<file path="config.mk">
export PLATFORM = sky130hd
export DESIGN_NAME = button_debounce_flat
export DESIGN_NICKNAME = d
export VERILOG_FILES = /design/src/rtl/pong_pkg.sv /design/src/rtl/button_debounce_if.sv /design/src/rtl/debounce_channel.sv /design/src/rtl/button_debounce.sv /design/src/flat_wrapper.sv
export SDC_FILE = /design/constraint.sdc
export NUM_CORES = 1
export LEC_CHECK = 0
export CAP_MARGIN = 5
export CORE_MARGIN = 2
export CORE_UTILIZATION = 64
export CTS_BUF_LIST = sky130_fd_sc_hd__clkbuf_2 sky130_fd_sc_hd__clkbuf_4 sky130_fd_sc_hd__clkbuf_8
export CTS_CLUSTER_SIZE = 24
export DETAILED_ROUTE_END_ITERATION = 10
export PLACE_DENSITY_LB_ADDON = 0.1
export REMOVE_ABC_BUFFERS = 1
export SLEW_MARGIN = 10
export SYNTH_ARGS = -nofsm -noshare
export SYNTH_HDL_FRONTEND = slang
export SYNTH_SLANG_ARGS = --single-unit
export TNS_END_PERCENT = 50
</file>
<file path="constraint.sdc">
create_clock -name clk_in -period 2.05 [get_ports clk_in]
set_input_delay 0.41 -clock clk_in [delete_from_list [all_inputs] [get_ports clk_in]]
set_output_delay 0.41 -clock clk_in [all_outputs]
set_load 0.005 [all_outputs]
</file>
<file path="src/rtl/pong_pkg.sv">
// Shared types and defaults for the pong design's input-domain logic.
// The channel state encoding is fixed because other blocks decode it.
package pong_pkg;

    localparam int unsigned NumBtn                = 4;
    localparam int unsigned DebounceCyclesDefault = 250000;  // 5 ms at 50 MHz

    typedef enum logic [1:0] {
        StStableLow  = 2'd0,
        StCheckHigh  = 2'd1,
        StStableHigh = 2'd2,
        StCheckLow   = 2'd3
    } chan_state_e;

endpackage

</file>
<file path="src/rtl/button_debounce_if.sv">
// Button bundle between the raw pins, the debouncer and its consumers.
// The slave modport is the debouncer side.
interface button_debounce_if #(
    parameter int unsigned NUM_BTN = pong_pkg::NumBtn
) ();

    logic [NUM_BTN-1:0] buttons_raw;
    logic [NUM_BTN-1:0] buttons_db;
    logic [NUM_BTN-1:0] buttons_press;

    modport master (
        output buttons_raw,
        input  buttons_db,
        input  buttons_press
    );

    modport slave (
        input  buttons_raw,
        output buttons_db,
        output buttons_press
    );

endinterface

</file>
<file path="src/rtl/debounce_channel.sv">
// One button channel: 2-flop synchroniser, four-state debounce FSM with a
// saturating stability counter, registered level and press strobe.
module debounce_channel
    import pong_pkg::*;
#(
    parameter int unsigned DEBOUNCE_CYCLES = DebounceCyclesDefault
) (
    input  logic clk_in,
    input  logic rst,
    input  logic btn_raw,
    output logic btn_db,
    output logic btn_press
);

    localparam int unsigned      CNT_W  = $clog2(DEBOUNCE_CYCLES);
    localparam logic [CNT_W-1:0] CntMax = CNT_W'(DEBOUNCE_CYCLES - 1);

    logic             sync1_q, sync2_q;
    chan_state_e      state_q, state_d;
    logic [CNT_W-1:0] cnt_q, cnt_d, cnt_inc;
    logic             db_q, db_d;
    logic             press_q, press_d;

    // Saturating increment; the FSM leaves CHECK at CntMax so it never wraps.
    assign cnt_inc = (cnt_q == CntMax) ? cnt_q : cnt_q + CNT_W'(1);

    always_comb begin
        state_d = state_q;
        cnt_d   = cnt_q;
        db_d    = db_q;
        press_d = 1'b0;
        unique case (state_q)
            StStableLow: begin
                if (sync2_q) begin
                    state_d = StCheckHigh;
                    cnt_d   = '0;
                end
            end
            StCheckHigh: begin
                if (!sync2_q) begin
                    state_d = StStableLow;
                    cnt_d   = '0;
                end else if (cnt_q == CntMax) begin
                    state_d = StStableHigh;
                    cnt_d   = '0;
                    db_d    = 1'b1;
                    press_d = 1'b1;
                end else begin
                    cnt_d = cnt_inc;
                end
            end
            StStableHigh: begin
                if (!sync2_q) begin
                    state_d = StCheckLow;
                    cnt_d   = '0;
                end
            end
            StCheckLow: begin
                if (sync2_q) begin
                    state_d = StStableHigh;
                    cnt_d   = '0;
                end else if (cnt_q == CntMax) begin
                    state_d = StStableLow;
                    cnt_d   = '0;
                    db_d    = 1'b0;
                end else begin
                    cnt_d = cnt_inc;
                end
            end
            default: begin
                state_d = StStableLow;
                cnt_d   = '0;
            end
        endcase
    end

    always_ff @(posedge clk_in) begin
        if (rst) begin
            sync1_q <= 1'b0;
            sync2_q <= 1'b0;
            state_q <= StStableLow;
            cnt_q   <= '0;
            db_q    <= 1'b0;
            press_q <= 1'b0;
        end else begin
            sync1_q <= btn_raw;
            sync2_q <= sync1_q;
            state_q <= state_d;
            cnt_q   <= cnt_d;
            db_q    <= db_d;
            press_q <= press_d;
        end
    end

    assign btn_db    = db_q;
    assign btn_press = press_q;

endmodule

</file>
<file path="src/rtl/button_debounce.sv">
// Debounces NUM_BTN raw push-buttons in the clk_in domain; the level outputs
// are registered so they can feed the downstream clock-domain synchroniser.
module button_debounce
    import pong_pkg::*;
#(
    parameter int unsigned NUM_BTN         = NumBtn,
    parameter int unsigned DEBOUNCE_CYCLES = DebounceCyclesDefault
) (
    input logic              clk_in,
    input logic              rst,
    button_debounce_if.slave bus
);

    logic [NUM_BTN-1:0] db;
    logic [NUM_BTN-1:0] press;

    for (genvar i = 0; i < NUM_BTN; i++) begin : g_chan
        debounce_channel #(
            .DEBOUNCE_CYCLES(DEBOUNCE_CYCLES)
        ) u_chan (
            .clk_in   (clk_in),
            .rst      (rst),
            .btn_raw  (bus.buttons_raw[i]),
            .btn_db   (db[i]),
            .btn_press(press[i])
        );
    end

    assign bus.buttons_db    = db;
    assign bus.buttons_press = press;

endmodule
</file>
<file path="src/flat_wrapper.sv">
// flat-port wrapper written by rule: the top's interface ports become plain ports
module button_debounce_flat import pong_pkg::*;
#(
    parameter int unsigned NUM_BTN         = NumBtn,
    parameter int unsigned DEBOUNCE_CYCLES = DebounceCyclesDefault
)
  (clk_in, rst, bus_buttons_raw, bus_buttons_db, bus_buttons_press);
  button_debounce_if #(.NUM_BTN(NUM_BTN)) bus_i ();
  input logic clk_in;
  input logic rst;
  input wire logic [$bits(bus_i.buttons_raw)-1:0] bus_buttons_raw;
  output wire logic [$bits(bus_i.buttons_db)-1:0] bus_buttons_db;
  output wire logic [$bits(bus_i.buttons_press)-1:0] bus_buttons_press;
  assign bus_i.buttons_raw = bus_buttons_raw;
  assign bus_buttons_db = bus_i.buttons_db;
  assign bus_buttons_press = bus_i.buttons_press;
  button_debounce #(.NUM_BTN(NUM_BTN), .DEBOUNCE_CYCLES(DEBOUNCE_CYCLES)) u_core (.clk_in(clk_in), .rst(rst), .bus(bus_i));
endmodule
</file>
**Word level (Yosys, flattened, before mapping)**

Index checks and enable logic that the tools add are counted.

- Input port bits: 6
- Word-level logic and storage cells: 184
- Register bits after elaboration: 96
- Output and inout port bits: 8

- Multiplexer cells: 76
- $add $sub $neg: 4
- Bitwise logic cells: 8
- Equal/unequal tests: 48
- Reduce and logical (&&, ||, !) cells: 24

Operators with widths:

| kind | count |
|---|---|
| two-way mux 18 bit | 20 |
| one-hot mux 18 bit (4 select lines) | 4 |
| adder 18 x 1 -> 18 bit, second input constant | 4 |
| == test 18 bit, second input constant | 4 |
| two-way mux 2 bit | 24 |
| != test 2 bit, second input constant | 24 |
| one-hot mux 2 bit (4 select lines) | 4 |
| != test 3 bit, second input constant | 8 |
| two-way mux 1 bit | 20 |
| AND reduction 5 bit | 4 |
| == test 2 bit, second input constant | 8 |
| AND reduction 4 bit | 4 |
| OR reduction 3 bit | 4 |
| == test 2 x 1 -> 1 bit, second input constant | 4 |
| zero test 2 bit | 4 |
| NOT 1 bit | 8 |
| one-hot mux 1 bit (2 select lines) | 4 |
| AND reduction 2 bit | 4 |
| nonzero test 2 bit | 4 |

**Logic depth before layout (Yosys ltp)**

Gate-level depths: netlist (run 1).

- Depth after elaboration: 4
- Gate-level depth with buffers: 8
- Depth with buffers taken out: 6

**Modules after synthesis**

A second synthesis (run 1) with hierarchy kept.

- Cells, all modules: 587
- Area total of the unflattened synthesis: 4,859.7 µm²

Modules (own cells, without submodules):

| module | times used | cells each | area an instance (µm²) | sequential area each (µm²) |
|---|---|---|---|---|
| debounce_channel at u_core.g_chan[0].u_chan ... | 3 | 143 | 1,188.6 | 480.5 |
| debounce_channel at u_core.g_chan[3].u_chan | 1 | 158 | 1,293.7 | 480.5 |

**Worst setup path after synthesis (run 1)**

OpenSTA, ideal clock, no wires.

- Path kind: flip-flop to flip-flop
- From: register u_core.g_chan[1].u_chan.cnt_q[13]
- To: register u_core.g_chan[1].u_chan.cnt_q[10]
- Cell stages (with the launch flop): 8
- Path slack: 0.214 ns
- Required time: 1.924 ns
- Arrival: 1.710 ns
- Library setup time: 0.126 ns
- Period minus slack after synthesis: 1.836 ns
- Buffers on the path: 2
- Cells stage by stage: dfxtp_1 clkbuf_8 or4bb_1 nor4_4 a211oi_4 buf_6 a31oi_1 o31ai_1

- Word-level cells in the longest chain between the ends: 4
- Elaborated cells between the ends (all ways): 5
- Those cells by class: 1 x eq/ne; 4 x mux

RTL lines:

| what | line | source |
|---|---|---|
| from (decl) | debounce_channel.sv:20 | `logic [CNT_W-1:0] cnt_q, cnt_d, cnt_inc;` |
| from (signal assigned) | debounce_channel.sv:89 | `cnt_q <= cnt_d;` |
| == test 18 bit * | debounce_channel.sv:25, debounce_channel.sv:43, debounce_channel.sv:62 |  |
| two-way mux 18 bit * | debounce_channel.sv:43, debounce_channel.sv:62 |  |
| two-way mux 18 bit (on tied branches) | debounce_channel.sv:59, debounce_channel.sv:40 |  |
| one-hot mux 18 bit (4 select lines) * | debounce_channel.sv:32 | `unique case (state_q)` |

Every way passes the cells marked *; elsewhere a longest branch is shown, timed or not.
A chain may end at the register's enable or synchronous reset.

**Worst setup path after layout (run 1)**

- From: register u_core.g_chan[1].u_chan.cnt_q[7]
- To: register u_core.g_chan[1].u_chan.cnt_q[16]

- Word-level cells in the longest chain between the ends: 4
- Elaborated cells between the ends (all ways): 6
- Those cells by class: 1 x add/sub; 1 x eq/ne; 4 x mux

RTL lines:

| what | line |
|---|---|
| adder 18 x 1 -> 18 bit / == test 18 bit (equally long branches) | debounce_channel.sv:25, debounce_channel.sv:43, debounce_channel.sv:62 |
| two-way mux 18 bit * | debounce_channel.sv:43, debounce_channel.sv:62 |
| two-way mux 18 bit (on tied branches) | debounce_channel.sv:59, debounce_channel.sv:40 |
| one-hot mux 18 bit (4 select lines) * | debounce_channel.sv:32 |

Marks and branches as above.

==> results of run 1 <==
[per-layer routing]
metal / track usage / up-vias / part of all wire
li1: - / 2090 / -
met4: 0.0773 / 0 / 0.0050
met5: 0 / - / 0
met3: 0.0503 / 5 / 0.032
met1: 0.322 / 1968 / 0.46
met2: 0.422 / 70 / 0.50
[metrics by stage]
stage | power (mW) | area [µm²] | util | TNS [ns] | setup WS [ns]
global route | 3.34 | 5260 | 0.732 | -0.00890 | -0.00681
finish | 3.21 | 5260 | 0.732 | 0 | 0.102
global placement | 2.10 | 5040 | 0.702 | 0 | 0.0916
CTS | 3.24 | 5230 | 0.728 | 0 | 0.0988
floorplan | 2.03 | 4510 | - | -0.0134 | -0.00455
detailed placement | 2.11 | 5040 | 0.702 | 0 | 0.0146
[placed cells by master, fill, tap and decap left out, types with 13 or more instances in the layout]
master | synthesis | final
o21ai_0 | 18 | 18
nand2_1 | 70 | 70
nor2_1 | 32 | 32
a22o_1 | 13 | 13
inv_1 | 14 | 14
nor2b_1 | 14 | 13
dfxtp_1 | 96 | 96
buf_4 | 10 | 36
nand4_1 | 19 | 19
nand3_1 | 40 | 40
a31oi_1 | 29 | 29
a21oi_1 | 29 | 29
[registers in the layout, summed over array words and instances, names as in the netlist, named ones only]
signal	count
u_core.g_chan.u_chan.cnt_q	72
u_core.g_chan.u_chan.btn_db	4
u_core.g_chan.u_chan.btn_press	4
u_core.g_chan.u_chan.state_q	4
u_core.g_chan.u_chan.sync1_q	4
u_core.g_chan.u_chan.sync2_q	4
[power by group]
group	leakage [nW]	internal, mW	total (mW)	switching [mW]
Sequential	0.776	1.89	1.90	0.0192
Clock	0.0951	0.504	1.14	0.639
Combinational	1.00	0.0673	0.162	0.0950
Total	1.87	2.46	3.21	0.753
[how the worst max path moves through the flow]
stage	start	to	slack (ns)	depth (start not counted)
finish	u_core.g_chan[1].u_chan.cnt_q[7]$_SDFFE_PP0P_	u_core.g_chan[1].u_chan.cnt_q[16]$_SDFFE_PP0P_	0.10	6
global route	u_core.g_chan[2].u_chan.cnt_q[0]$_SDFFE_PP0P_	u_core.g_chan[2].u_chan.cnt_q[2]$_SDFFE_PP0P_	-0.007	7
CTS	u_core.g_chan[1].u_chan.cnt_q[5]$_SDFFE_PP0P_	u_core.g_chan[1].u_chan.cnt_q[10]$_SDFFE_PP0P_	0.1	6
detailed placement	u_core.g_chan[0].u_chan.cnt_q[0]$_SDFFE_PP0P_	u_core.g_chan[0].u_chan.cnt_q[14]$_SDFFE_PP0P_	0.01	7
global placement	u_core.g_chan[0].u_chan.cnt_q[0]$_SDFFE_PP0P_	u_core.g_chan[0].u_chan.cnt_q[14]$_SDFFE_PP0P_	0.09	7
floorplan	u_core.g_chan[2].u_chan.cnt_q[0]$_SDFFE_PP0P_	u_core.g_chan[2].u_chan.cnt_q[14]$_SDFFE_PP0P_	-0.005	6
[cells by family (layout without fill, tap and decap cells)]
group,after synthesis,count (layout),share of synthesized area
AO/OA/AOI/OAI,127,127,0.182
XOR/XNOR,19,19,0.0355
adder cells (fa/ha/maj),4,4,0.0107
buffers and inverters,42,81,0.0494
flip-flops,96,96,0.410
multiplexers,12,12,0.0256
AND/OR/NAND/NOR,250,250,0.287
[cell type report]
type	count	area (µm²)
clock buffers	11	151
clock inverters	5	31.3
fillers	572	1920
inverters	15	56.3
multi-input cells	412	2560
flip-flops and latches	96	1920
well taps	99	124
repair buffers	50	407
[worst max-delay path: stages, from the launching register on]
cell and delay (ns):
dfxtp_1 0.41, or4b_4 0.50, nor4_4 0.31, buf_4 0.18
a21oi_1 0.11, nand2_1 0.20, o211ai_1 0.13
[timing repair]
action,in CTS,in global routing
gates resized for setup,1,6
endpoints found under the setup margin,1,12
hold endpoints to repair,0,0
pin swaps,0,1
setup buffers,0,0
==> impl_metrics.csv, run 1 <==
group,metric,value,unit
critical_path,cp_max_fo,4,
critical_path,cp_data_arrival_time,2.19,ns
sta,layout_worst_path_cycle_share,0.950,
critical_path,critPathKind,"reg2reg",
clock_network,cts_htree_levels,3,
min_path,hp-class,"in2reg",
global_routing,grt_max_degree,16,
yosys,ys.warnings.count,0,
route,drtIter0Drc,170,
yosys,postSynthAreaPerCell,8.52,µm²
sta,slew_viol_final,0,
global_routing,grt_use_total,0.250,
route,avgRoutedWirePerCell,13.9,µm
yosys,synth_seq_cells,96,
yosys,synthDistinctLibCells,66,
route,drcViolationCount,0,
power_and_ir_drop,ir_drop,0.426,mV
route,avgViaCountPerCell,6.01,
min_path,worstHoldPathCells,2,
yosys,synth_common_cells,"dfxtp_1, nand2_1, nand3_1",
floorplanning,start_util,0.653,
clock_network,clock-sinks,96,
critical_path,reg2reg_from,"u_core.g_chan[1].u_chan.cnt_q[7]$_SDFFE_PP0P_",
critical_path,cp_data_required_time,2.29,ns
critical_path,start_kind,"flop",
clock_network,clock_path_buffers,2,
critical_path,r2r_setup_slack,0.10,ns
yosys,yosys_most_used_dff,"dfxtp_1",
min_path,hold_start,"rst",
floorplanning,core_area,0.00718,mm²
yosys,ys_top_cells_by_area,"dfxtp_1, nand2_1, nand3_1",
run,drv_cap,0,
clock_network,path_clk_slew,0.09,ns
power_and_ir_drop,power_density,611,mW/mm²
final_layout,n_antenna_cell,0,
final_layout,drive_gt1_frac,0.126,
critical_path,r2r_end,"u_core.g_chan[1].u_chan.cnt_q[16]$_SDFFE_PP0P_",
yosys,synth_edf_count,0,
yosys,netlist_instances,550,
yosys,synth_area,0.00469,mm²
floorplanning,ios,14,
sta,tightest_slew,0.748,ns
clock_network,cts-root-buf,"clkbuf_8",
final_layout,fin_nets,594,
yosys,yosysTopAreaCellShare,0.410,
clock_network,cts_buffers,9,
yosys,ys_seq_area_frac,0.410,
placed_design,hpwl,6780,µm
route,vias,4133,
placed_design,place_congestion,0.867,
clock_network,clk_latency,0.35,ns
sta,fmax,513,MHz
floorplanning,fp.dieH,89.6,µm
sta,clock_skew,0.0101,ns
final_layout,area_growth,12.1,%
floorplanning,die_w,89.6,µm
critical_path,r2r.worst_path.cells,6,
run_status,status,"complete, no violations",
sta,layout_min_cycle_time,1.95,ns
placed_design,dp_cells,672,
clock_network,hold_buffers,0,
yosys,synth_area_leader_cell,"dfxtp_1",
global_routing,grt_pass1_wl,16100,µm
placed_design,numPortBuffers,13,
sta,hold_ws,0.385,ns
global_routing,grt_antenna_before_repair,0,
sta,slew_headroom,0.499,
sta,finalSetupViolations,0,
power_and_ir_drop,leakage,1.87,nW
critical_path,end_kind,"flop",
global_routing,grt_pass1_vias,3695,
floorplanning,fp.dieArea,0.00802,mm²
sta,hold_viol,0,
global_routing,grt_overflow,0,
yosys,postSynth.asyncResetShare,0,
floorplanning,row_count,31,
yosys,yosysMostFrequentCell,"dfxtp_1",
final_layout,fin_cells,688,
min_path,holdPathEnd,"u_core.g_chan[0].u_chan.cnt_q[13]$_SDFFE_PP0P_",
route,drt-total-wl,9590,µm
route,detail-route-antenna-nets,0,
clock_network,cts_tree,"yes",
route,dr.pass1.iters,4,
(Power assumes the default switching activity.)
==> run 2: changes to the inputs <==
Settings changed: PLACE_DENSITY from default to 0.82, PLACE_DENSITY_LB_ADDON 0.1 to default.
==> run 2 against run 1 <==
Net effect:
- critical path type unchanged
- critical path depth is 1 higher
- critical endpoint is now u_core.g_chan[0].u_chan.cnt_q[16]$_SDFFE_PP0P_
- clock-buffer cell count is 1 higher
- die area did not move
==> impl_metrics.csv, run 2 (synthesized netlist as in run 1, its figures left out) <==
group,metric,value,unit
run_status,status,"complete, no violations",
final_layout,n_fill_cell,546,
clock_network,cts_tree,"yes",
global_routing,grt_use_total,0.269,
global_routing,gr-usage-met2,0.456,
final_layout,drive_gt1_frac,0.138,
critical_path,end_kind,"flop",
sta,finalSetupViolations,0,
route,drcViolationCount,0,
global_routing,grt_overflow,0,
route,dr.pass1.iters,5,
final_layout,fin_nets,600,
clock_network,hold_buffers,0,
sta,fmax,506,MHz
min_path,hold_start,"u_core.g_chan[2].u_chan.sync1_q$_SDFF_PP0_",
floorplanning,row_count,31,
clock_network,cts_htree_levels,3,
power_and_ir_drop,clock_power_share,0.404,
final_layout,fin_cells,693,
floorplanning,core_area,0.00718,mm²
power_and_ir_drop,power_density,650,mW/mm²
sta,hold_ws,0.441,ns
clock_network,path_clk_slew,0.09,ns
sta,slew_viol_final,0,
floorplanning,fp.dieH,89.6,µm
final_layout,final_common_cell,"dfxtp_1",
critical_path,r2r.worst_path.cells,7,
clock_network,cts_buffers,9,
sta,hold_viol,0,
floorplanning,die_w,89.6,µm
clock_network,cts-root-buf,"clkbuf_8",
clock_network,clock_path_buffers,2,
final_layout,multi_input_area,0.00256,mm²
sta,slew_headroom,0.528,
final_layout,ff_latch_area,0.00192,mm²
global_routing,grt_antenna_before_repair,0,
final_layout,largest_reg_flops,72,
final_layout,fin_util,0.745,
power_and_ir_drop,p_int,2.71,mW
critical_path,cp_data_required_time,2.36,ns
clock_network,clk_latency,0.37,ns
power_and_ir_drop,p_sw_frac,0.219,
min_path,hp-class,"reg2reg",
placed_design,numPortBuffers,13,
critical_path,cp_data_arrival_time,2.29,ns
global_routing,use_met3,0.0713,
route,avgViaCountPerCell,6.15,
route,drtIter0Drc,187,
route,vias,4262,
sta,layout_worst_path_cycle_share,0.964,
route,drt-total-wl,10500,µm
final_layout,final_cell_mix,"dfxtp_1, nand2_1, buf_4",
route,avgRoutedWirePerCell,15.2,µm
final_layout,area_growth,14.0,%
floorplanning,fp.dieArea,0.00802,mm²
placed_design,place_congestion,0.858,
critical_path,r2r_end,"u_core.g_chan[0].u_chan.cnt_q[16]$_SDFFE_PP0P_",
sta,layout_min_cycle_time,1.98,ns
floorplanning,ios,14,
global_routing,grt_max_degree,24,
global_routing,grt_pass1_wl,17000,µm
sta,rsz0062_at_grt,"yes",
global_routing,busiest_layer,"met2",
min_path,worstHoldPathCells,1,
sta,tightest_slew,0.702,ns
route,detail-route-antenna-nets,0,
min_path,holdPathEnd,"u_core.g_chan[2].u_chan.sync2_q$_SDFF_PP0_",
critical_path,cp_max_fo,8,
power_and_ir_drop,pwr-share-comb,0.048,
placed_design,dp_cells,672,
power_and_ir_drop,p_switching,762,µW
power_and_ir_drop,total_power,3.48,mW
power_and_ir_drop,leakage,1.93,nW
power_and_ir_drop,pwr-share-seq,0.548,
placed_design,dpl_worst_slack,0.0431,ns
sta,fin_ws,0.0738,ns
critical_path,start_kind,"flop",
final_layout,regMostFlops,"u_core.g_chan.u_chan.cnt_q",
global_routing,grt_pass1_vias,3898,
run,drv_cap,0,
critical_path,reg2reg_from,"u_core.g_chan[0].u_chan.cnt_q[1]$_SDFFE_PP0P_",
global_routing,grt_use_met1,0.331,
critical_path,critPathKind,"reg2reg",
power_and_ir_drop,ir_drop,0.399,mV
placed_design,hpwl,6990,µm
critical_path,r2r_setup_slack,0.07,ns
floorplanning,start_util,0.653,
clock_network,clock-sinks,96,
final_layout,n_antenna_cell,0,
sta,clock_skew,0.0107,ns
[run 2: what timing repair did]
item / CTS / global route
gates cloned: 0 / 0
setup buffers: 0 / 6
pin swaps: 0 / 3
endpoints found under the setup margin: 1 / 12
resized for setup: 1 / 8
[run 2: worst max path at each step]
stage / startpoint / end / slack (ns) / cells after the start
after CTS: u_core.g_chan[1].u_chan.cnt_q[5]$_SDFFE_PP0P_ / u_core.g_chan[1].u_chan.cnt_q[10]$_SDFFE_PP0P_ / 0.09 / 6
after detailed placement: u_core.g_chan[0].u_chan.cnt_q[1]$_SDFFE_PP0P_ / u_core.g_chan[0].u_chan.cnt_q[14]$_SDFFE_PP0P_ / 0.04 / 7
after global routing: u_core.g_chan[2].u_chan.cnt_q[0]$_SDFFE_PP0P_ / u_core.g_chan[2].u_chan.cnt_q[8]$_SDFFE_PP0P_ / -0.03 / 6
after global placement: u_core.g_chan[0].u_chan.cnt_q[1]$_SDFFE_PP0P_ / u_core.g_chan[0].u_chan.cnt_q[14]$_SDFFE_PP0P_ / 0.1 / 7
final: u_core.g_chan[0].u_chan.cnt_q[1]$_SDFFE_PP0P_ / u_core.g_chan[0].u_chan.cnt_q[16]$_SDFFE_PP0P_ / 0.07 / 7
after floorplan: u_core.g_chan[2].u_chan.cnt_q[0]$_SDFFE_PP0P_ / u_core.g_chan[2].u_chan.cnt_q[14]$_SDFFE_PP0P_ / -0.005 / 6
[run 2: area by class of cell]
class                   instances  area share
repair buffers                 56      0.0861
multi-input cells             412       0.478
clock buffers                  12      0.0297
clock inverters                 3      0.0122
flip-flops and latches         96       0.360
inverters                      15      0.0105
well taps                      99      0.0232
[run 2: power groups by stage]
stage,Sequential (mW),Clock (mW),Combinational [mW]
2_1_floorplan,1.94,0,0.0858
3_3_place_gp,1.95,0,0.158
3_5_place_dp,1.95,0,0.163
4_1_cts,1.90,1.42,0.165
5_1_grt,1.91,1.50,0.184
6_report,1.91,1.40,0.166
[run 2: routing by layer]
metal / vias up / wire, µm / share of wire
li1: 2104 / - / -
met1: 2024 / 4680 / 0.45
met2: 117 / 5180 / 0.49
met3: 17 / 505 / 0.048
met4: 0 / 137 / 0.013
met5: - / 0 / 0
[run 2: worst max-delay path, stage by stage (launching register included)]
cell	delay (ns)
dfxtp_1	0.35
ha_1	0.22
nand3_1	0.14
nor3_2	0.09
buf_4	0.15
a211o_2	0.40
or4_1	0.49
nand3_1	0.09
[run 2: stage by stage]
step / TNS (ns) / area (µm²)
finish: 0 / 5350
global route: -0.0282 / 5350
CTS: 0 / 5280
detailed placement: 0 / 5050
global placement: 0 / 5050
floorplan: -0.0134 / 4510
